$ cat config.mk
export PLATFORM = sky130hd
export DESIGN_NAME = rr_priority_encoder
export DESIGN_NICKNAME = d
export VERILOG_FILES = /design/src/rtl/rr_priority_encoder_pkg.sv /design/src/rtl/rr_priority_encoder_scan.sv /design/src/rtl/rr_priority_encoder.sv
export SDC_FILE = /design/constraint.sdc
export NUM_CORES = 1
export LEC_CHECK = 0
export ABC_AREA = 1
export CAP_MARGIN = 20
export CORE_ASPECT_RATIO = 0.6
export CORE_MARGIN = 2
export CORE_UTILIZATION = 45
export DETAILED_ROUTE_END_ITERATION = 8
export PLACE_DENSITY = 0.75
export SLEW_MARGIN = 25
export SYNTH_ARGS = -nofsm -noshare
export SYNTH_HDL_FRONTEND = slang
export SYNTH_SLANG_ARGS = --single-unit
$ cat constraint.sdc
create_clock -name clk -period 5.85 [get_ports clk]
set_input_delay 1.755 -clock clk [delete_from_list [all_inputs] [get_ports clk]]
set_output_delay 1.755 -clock clk [all_outputs]
set_load 0.01 [all_outputs]
$ cat src/rtl/rr_priority_encoder_pkg.sv
// Shared types and helpers for the round-robin priority encoder.
package encoder_pkg;

    // Grant FSM: IDLE looks for a request, HOLD presents it until accepted.
    typedef enum logic {
        ST_IDLE = 1'b0,
        ST_HOLD = 1'b1
    } enc_state_t;

    // Increment an index and wrap back to 0 after width-1.
    // The wrap is at width-1, not at the next power of two.
    function automatic int unsigned idx_wrap(input int unsigned idx, input int unsigned width);
        return (idx >= width - 1) ? 0 : idx + 1;
    endfunction

endpackage

$ cat src/rtl/rr_priority_encoder_scan.sv
// Combinational round-robin scan: finds the first set request at or after ptr,
// wrapping at WIDTH-1, and returns its absolute index.
module priority_scan
    import encoder_pkg::*;
#(
    parameter int WIDTH     = 16,
    parameter int ADDR_SIZE = $clog2(WIDTH)
) (
    input  logic [WIDTH-1:0]     req,
    input  logic [ADDR_SIZE-1:0] ptr,
    output logic                 found,
    output logic [ADDR_SIZE-1:0] idx
);

    logic [WIDTH-1:0]     w_rot;
    logic [ADDR_SIZE-1:0] w_off;
    logic [ADDR_SIZE:0]   w_sum;

    // Rotate req right by ptr so the requester at ptr lands on bit 0.
    // Index arithmetic is done modulo WIDTH, which need not be a power of 2.
    // The subtraction is taken modulo 2^ADDR_SIZE; the result is always
    // in 0..WIDTH-1, so the truncation is exact.
    for (genvar gi = 0; gi < WIDTH; gi++) begin : g_rot
        logic [ADDR_SIZE:0] w_j;
        assign w_j       = {1'b0, ptr} + (ADDR_SIZE+1)'(gi);
        assign w_rot[gi] = (w_j >= (ADDR_SIZE+1)'(WIDTH))
                         ? req[w_j[ADDR_SIZE-1:0] - ADDR_SIZE'(WIDTH)]
                         : req[w_j[ADDR_SIZE-1:0]];
    end

    // Find-first-set on the rotated vector (lowest bit wins).
    always_comb begin
        w_off = '0;
        for (int i = WIDTH - 1; i >= 0; i--) begin
            if (w_rot[i]) begin
                w_off = ADDR_SIZE'(i);
            end
        end
    end

    assign found = |w_rot;

    // Undo the rotation: absolute index = (ptr + offset) mod WIDTH.
    assign w_sum = {1'b0, ptr} + {1'b0, w_off};
    assign idx   = (w_sum >= (ADDR_SIZE+1)'(WIDTH))
                 ? (w_sum[ADDR_SIZE-1:0] - ADDR_SIZE'(WIDTH))
                 : w_sum[ADDR_SIZE-1:0];

endmodule

$ cat src/rtl/rr_priority_encoder.sv
// Registered round-robin priority encoder with a valid/ready grant handshake
// and a one-hot ack back to the winning requester.
module rr_priority_encoder
    import encoder_pkg::*;
#(
    parameter int WIDTH     = 16,
    parameter int ADDR_SIZE = $clog2(WIDTH)
) (
    input  logic                 clk,
    input  logic                 reset,
    input  logic                 enable,
    input  logic [WIDTH-1:0]     req,
    output logic [ADDR_SIZE-1:0] out,
    output logic                 valid,
    input  logic                 ready,
    output logic [WIDTH-1:0]     ack
);

    enc_state_t           r_state;
    enc_state_t           w_state_next;
    logic [ADDR_SIZE-1:0] r_out;
    logic [ADDR_SIZE-1:0] w_out_next;
    logic                 r_valid;
    logic                 w_valid_next;
    logic [ADDR_SIZE-1:0] r_ptr;
    logic [ADDR_SIZE-1:0] w_ptr_next;

    logic                 w_found;
    logic [ADDR_SIZE-1:0] w_idx;
    logic                 w_hs;

    priority_scan #(
        .WIDTH     (WIDTH),
        .ADDR_SIZE (ADDR_SIZE)
    ) u_scan (
        .req   (req),
        .ptr   (r_ptr),
        .found (w_found),
        .idx   (w_idx)
    );

    assign w_hs = r_valid & ready;

    // State and grant registers; reset drops any held grant without acking it.
    always_ff @(posedge clk) begin
        if (reset) begin
            r_state <= ST_IDLE;
            r_out   <= '0;
            r_valid <= 1'b0;
            r_ptr   <= '0;
        end else begin
            r_state <= w_state_next;
            r_out   <= w_out_next;
            r_valid <= w_valid_next;
            r_ptr   <= w_ptr_next;
        end
    end

    // Next-state: grab a grant in IDLE, hold it until the handshake, then
    // advance the pointer past the winner so it gets lowest priority next.
    always_comb begin
        w_state_next = r_state;
        w_out_next   = r_out;
        w_valid_next = r_valid;
        w_ptr_next   = r_ptr;
        case (r_state)
            ST_IDLE: begin
                w_valid_next = 1'b0;
                if (enable && w_found) begin
                    w_out_next   = w_idx;
                    w_valid_next = 1'b1;
                    w_state_next = ST_HOLD;
                end
            end
            ST_HOLD: begin
                if (w_hs) begin
                    w_valid_next = 1'b0;
                    w_ptr_next   = ADDR_SIZE'(idx_wrap(32'(r_out), WIDTH));
                    w_state_next = ST_IDLE;
                end
            end
            default: begin
                w_valid_next = 1'b0;
                w_state_next = ST_IDLE;
            end
        endcase
    end

    // One-hot ack of the held index, asserted only in the handshake cycle.
    for (genvar gi = 0; gi < WIDTH; gi++) begin : g_ack
        assign ack[gi] = w_hs & (r_out == ADDR_SIZE'(gi));
    end

    assign out   = r_out;
    assign valid = r_valid;

endmodule

== Word-level counts from Yosys, hierarchy flattened ==
Cells that the tools add are included.

* Bits in registers: 10
* Input bits: 20
* Logic and storage cells: 131

* Mux-type cells: 54
* Bitwise operators: 18
* $add $sub $neg: 17
* Reduce and logical (&&, ||, !) cells: 5
* Order comparisons: 17
* Equality and inequality tests: 16

{| class="wikitable"
|+ Operator list
! kind !! number
|-
| 4-bit by 5-bit < comparator with 1-bit output (second input constant) || 16
|-
| 4-bit two-way mux || 17
|-
| 1-bit binary-select mux with 4-bit select || 16
|-
| 4-bit adder (second input constant) || 8
|-
| 4-bit equality test (second input constant) || 8
|-
| 1-bit two-way mux || 19
|-
| 1-bit bitwise AND || 17
|-
| 4-bit by 3-bit adder with 4-bit output (second input constant) || 4
|-
| 4-bit by 3-bit equality test with 1-bit output (second input constant) || 4
|-
| 16-bit OR reduction || 1
|-
| 4-bit by 1-bit adder with 4-bit output (second input constant) || 2
|-
| 4-bit by 2-bit adder with 4-bit output (second input constant) || 2
|-
| 4-bit by 2-bit equality test with 1-bit output (second input constant) || 2
|-
| 4-bit adder || 1
|-
| 4-bit by 1-bit equality test with 1-bit output (second input constant) || 1
|-
| 4-bit greater-or-equal comparator (second input constant) || 1
|-
| 4-bit logical NOT || 1
|-
| 1-bit one-hot mux with 2 select lines || 2
|-
| 2-bit AND reduction || 2
|-
| 2-bit by 1-bit inequality test with 1-bit output (second input constant) || 1
|-
| 1-bit logical AND || 1
|-
| 1-bit NOT || 1
|}

== Longest topological paths before layout ==
* Depth in word-level cells: 20
* Depth in mapped cells: 32

== Modules after synthesis ==
A second synthesis with hierarchy kept.

* Cell total of the unflattened synthesis: 320
* Area total of the unflattened synthesis: 1818.0 um^2

{| class="wikitable"
|+ Modules (own cells, without submodules)
! module !! instances !! cells each !! area each (um^2)
|-
| priority_scan || 1 || 239 || 1247.4
|-
| rr_priority_encoder || 1 || 81 || 570.5
|}

== Worst setup path before layout ==
OpenSTA, ideal clock, no wires.

* Path kind: in2out
* From: input ready
* To: output ack[0]
* Setup slack: 1880 ps
* Data required time: 4095 ps
* Arrival: 2215 ps
* Cell stages on the path: 4
* Buffers on the path: 0
* Cell sequence: nand2_1 inv_1 nand2_1 nor2_1

* Longest elaborated chain between the ends: 2

{| class="wikitable"
|+ Ends and longest elaborated chain
! item !! RTL line !! source
|-
| start, declared || rr_priority_encoder.sv:15 || <nowiki>input logic ready,</nowiki>
|-
| 1-bit bitwise AND || rr_priority_encoder.sv:42 || <nowiki>assign w_hs = r_valid & ready;</nowiki>
|-
| 1-bit bitwise AND || rr_priority_encoder.sv:91 || <nowiki>assign ack[gi] = w_hs & (r_out == ADDR_SIZE'(gi));</nowiki>
|-
| end, declared || rr_priority_encoder.sv:16 || <nowiki>output logic [WIDTH-1:0] ack</nowiki>
|}

No other way between the ends.

== Final worst setup path ==
* From: input ready
* To: output ack[8]

Same word-level chain as after synthesis.

==> run summary <==
Path type of the worst setup path: primary input to primary output
Synth Area in Simple Gates: 0.484
Area of the multi-input gates: 1420 µm²
Largest net degree at the start of global routing: 26
Leakage power: 1.05 nW
H-tree Lvls: 1
Total Power: 0.000308 W
Final-stage net count: 397
I/O Buffers: 40
Multiplexer area fraction after synthesis: 0
Core outline area: 3740 µm²
DR DRC count: 0
DP HPWL: 4600 µm
Die area: 4520 µm²
Yosys reg bits: 10
Min Tclk post-route: 5.01 ns
Endpoints failing setup: 0
Synth Area in XOR/XNOR: 0.0670
Initial antenna violation count: 0
Starting Density: 0.479
Avg Inst Size Synth: 5.55 µm²
Post-CTS Setup Inserts: 0
Vias in the first global route: 1,811
Pwr Density: 136 nW/µm²
Syn nets: 358
Avg WL per Cell: 13.5 µm
Die extent in y: 52.9 µm
Post-Syn Instances: 323
Tot GR Track Use: 0.255
Outcome: completed
Library cells used by synthesis: 25
Ant diodes: 0
RePlAce Congestion: 0.857
Die X: 85.5 µm
Share of the synthesized area in the top cell type: 0.198
Adder-Cell Fraction of Synth Area: 0.109
Num CTS Buffers: 3
Hold-fix buffers, CTS: 0
Largest family of logic cells by synthesized area: simple AND/OR/NAND/NOR gates
Post-cts gate resize count: 0
DRT Wirelength: 5500 µm
CTS tree: yes
Worst VDD drop: 92.7 µV
Post-route ant nets: 0
Synth Area in Compound Gates: 0.131
Part of the cycle the worst path needs: 0.856
Skew final: 0.00101 ns
Final Hold Fails: 0
Worst setup SP type: primary input
First DRT Iteration DRCs: 265
Clock transition at path regs: 0.05 ns
Fillcell total: 371
Worst EP required: 4.09 ns
Max Root-Sink Buffers: 2
Row count: 17
First-pass GRT wire length: 8910 µm
Highest clock rate: 200 MHz
Synth area leader: nand3_1
Worst slew pin tran: 0.614 ns
Yosys warns: 0
Num ports: 41
Mapped Area: 1790 µm²
RSZ-0062 raised after global routing: false
Top cells by area, synth: nand3_1 20%, nand2_1 19%, dfxtp_1 11%, ha_1 9.8%, nor2_1 6.9%
Vias: 2,241
FF+latch area: 200 µm²
Skew-Pair Late Insertion Delay: 0.24 ns
Rel. slew slack: 0.590
Max-slew violations: 0
Max FO, Critical Path: 5
Clock sink total: 10
Sequential area share after synthesis: 0.112
Worst endpoint data arrival time: 3.25 ns
Root Buffer: clkbuf_8
Area Growth Syn to Fin: 26.5%
Layout cell share with drive strength beyond 1: 0.0360
Number of detailed-route iterations in the first pass: 5
Maxcap violations: 0
Worst hold path class: flop to flop
Setup TNS: 0 ns
Vias per cell: 5.49
Gr ovfl total: 0
Crit. End Element: primary output
Fin util: 0.606
final timing paths:
path / start / to / slack (ns) / depth (start not counted)
setup reg to reg: r_ptr[2] / out[1] / 1.67 / 26
hold / removal: r_state / r_state / 0.48 / 2
hold reg to reg: r_state / r_state / 0.48 / 2
setup / recovery: ready / ack[8] / 0.84 / 6
state kept, by name (all words and copies together) (netlist names):
register  flops
out           4
r_ptr         4
r_state       1
valid         1
cell usage after synthesis:
cell,n
nand2_1,92
nand3_1,71
nor2_1,33
inv_1,31
a21oi_1,22
ha_1,14
dfxtp_1,10
o21ai_1,7
xor2_1,7
a31oi_1,6
o21ai_0,6
buf_2,4
inv_2,3
xnor2_1,3
buf_4,2
nor2_2,2
xnor2_2,2
a21boi_0,1
a21o_1,1
buf_6,1
fa_1,1
nand3_4,1
nand4_1,1
o21a_1,1
or2_0,1
metal layers:
metal	part of all wire	vias to the layer above	track usage	routed length, µm
met2	0.36	100	0.316	1980
met5	0	-	0	0
met4	0	0	0.0238	0
met3	0.11	0	0.0905	632
met1	0.52	996	0.409	2890
li1	-	1145	-	-
layout make-up:
cell class | count | area share
Clock buffer | 4 | 0.0243
Inverter | 34 | 0.0563
Multi-Input combinational cell | 272 | 0.625
Sequential cell | 10 | 0.0883
Tap cell | 47 | 0.0259
Timing Repair Buffer | 41 | 0.180
per-stage QoR:
stage          cell area (µm²)  worst slack, ns  cells  hold WS [ns]
2_1_floorplan             1790             1.88    323         0.453
3_3_place_gp              2210            0.882    404         0.479
3_5_place_dp              2210            0.836    404         0.480
4_1_cts                   2270            0.840    408         0.489
5_1_grt                   2270            0.720    408         0.518
6_report                  2270            0.841    408         0.482
cell families after synthesis:
group	Yosys count
compound gates	44
xor+xnor	12
simple gates	201
fa+ha+maj	15
flops	10
buf+inv	41
critical path: stages:
cell	delay (ns)
clkdlybuf4s50_1	0.45
nand2_1	0.10
inv_1	0.13
nand2_1	0.13
nor2_1	0.13
clkdlybuf4s50_1	0.56
report_power, final:
group	internal (W)	switching (W)
clock network	0.0000594	0.0000300
logic	0.0000544	0.0000852
registers	0.0000723	0.00000671
layout by cell type (no fill, tap or decap):
cell type,instances
a21boi_0,1
a21o_1,1
a21oi_1,22
a31oi_1,6
buf_4,1
clkbuf_8,4
clkdlybuf4s50_1,40
dfxtp_1,10
fa_1,1
ha_1,14
inv_1,31
inv_2,3
nand2_1,92
nand3_1,71
nand3_4,1
nand4_1,1
nor2_1,33
nor2_2,2
o21a_1,1
o21ai_0,6
o21ai_1,7
or2_0,1
xnor2_1,3
xnor2_2,2
xor2_1,7
(Power assumes the default switching activity.)
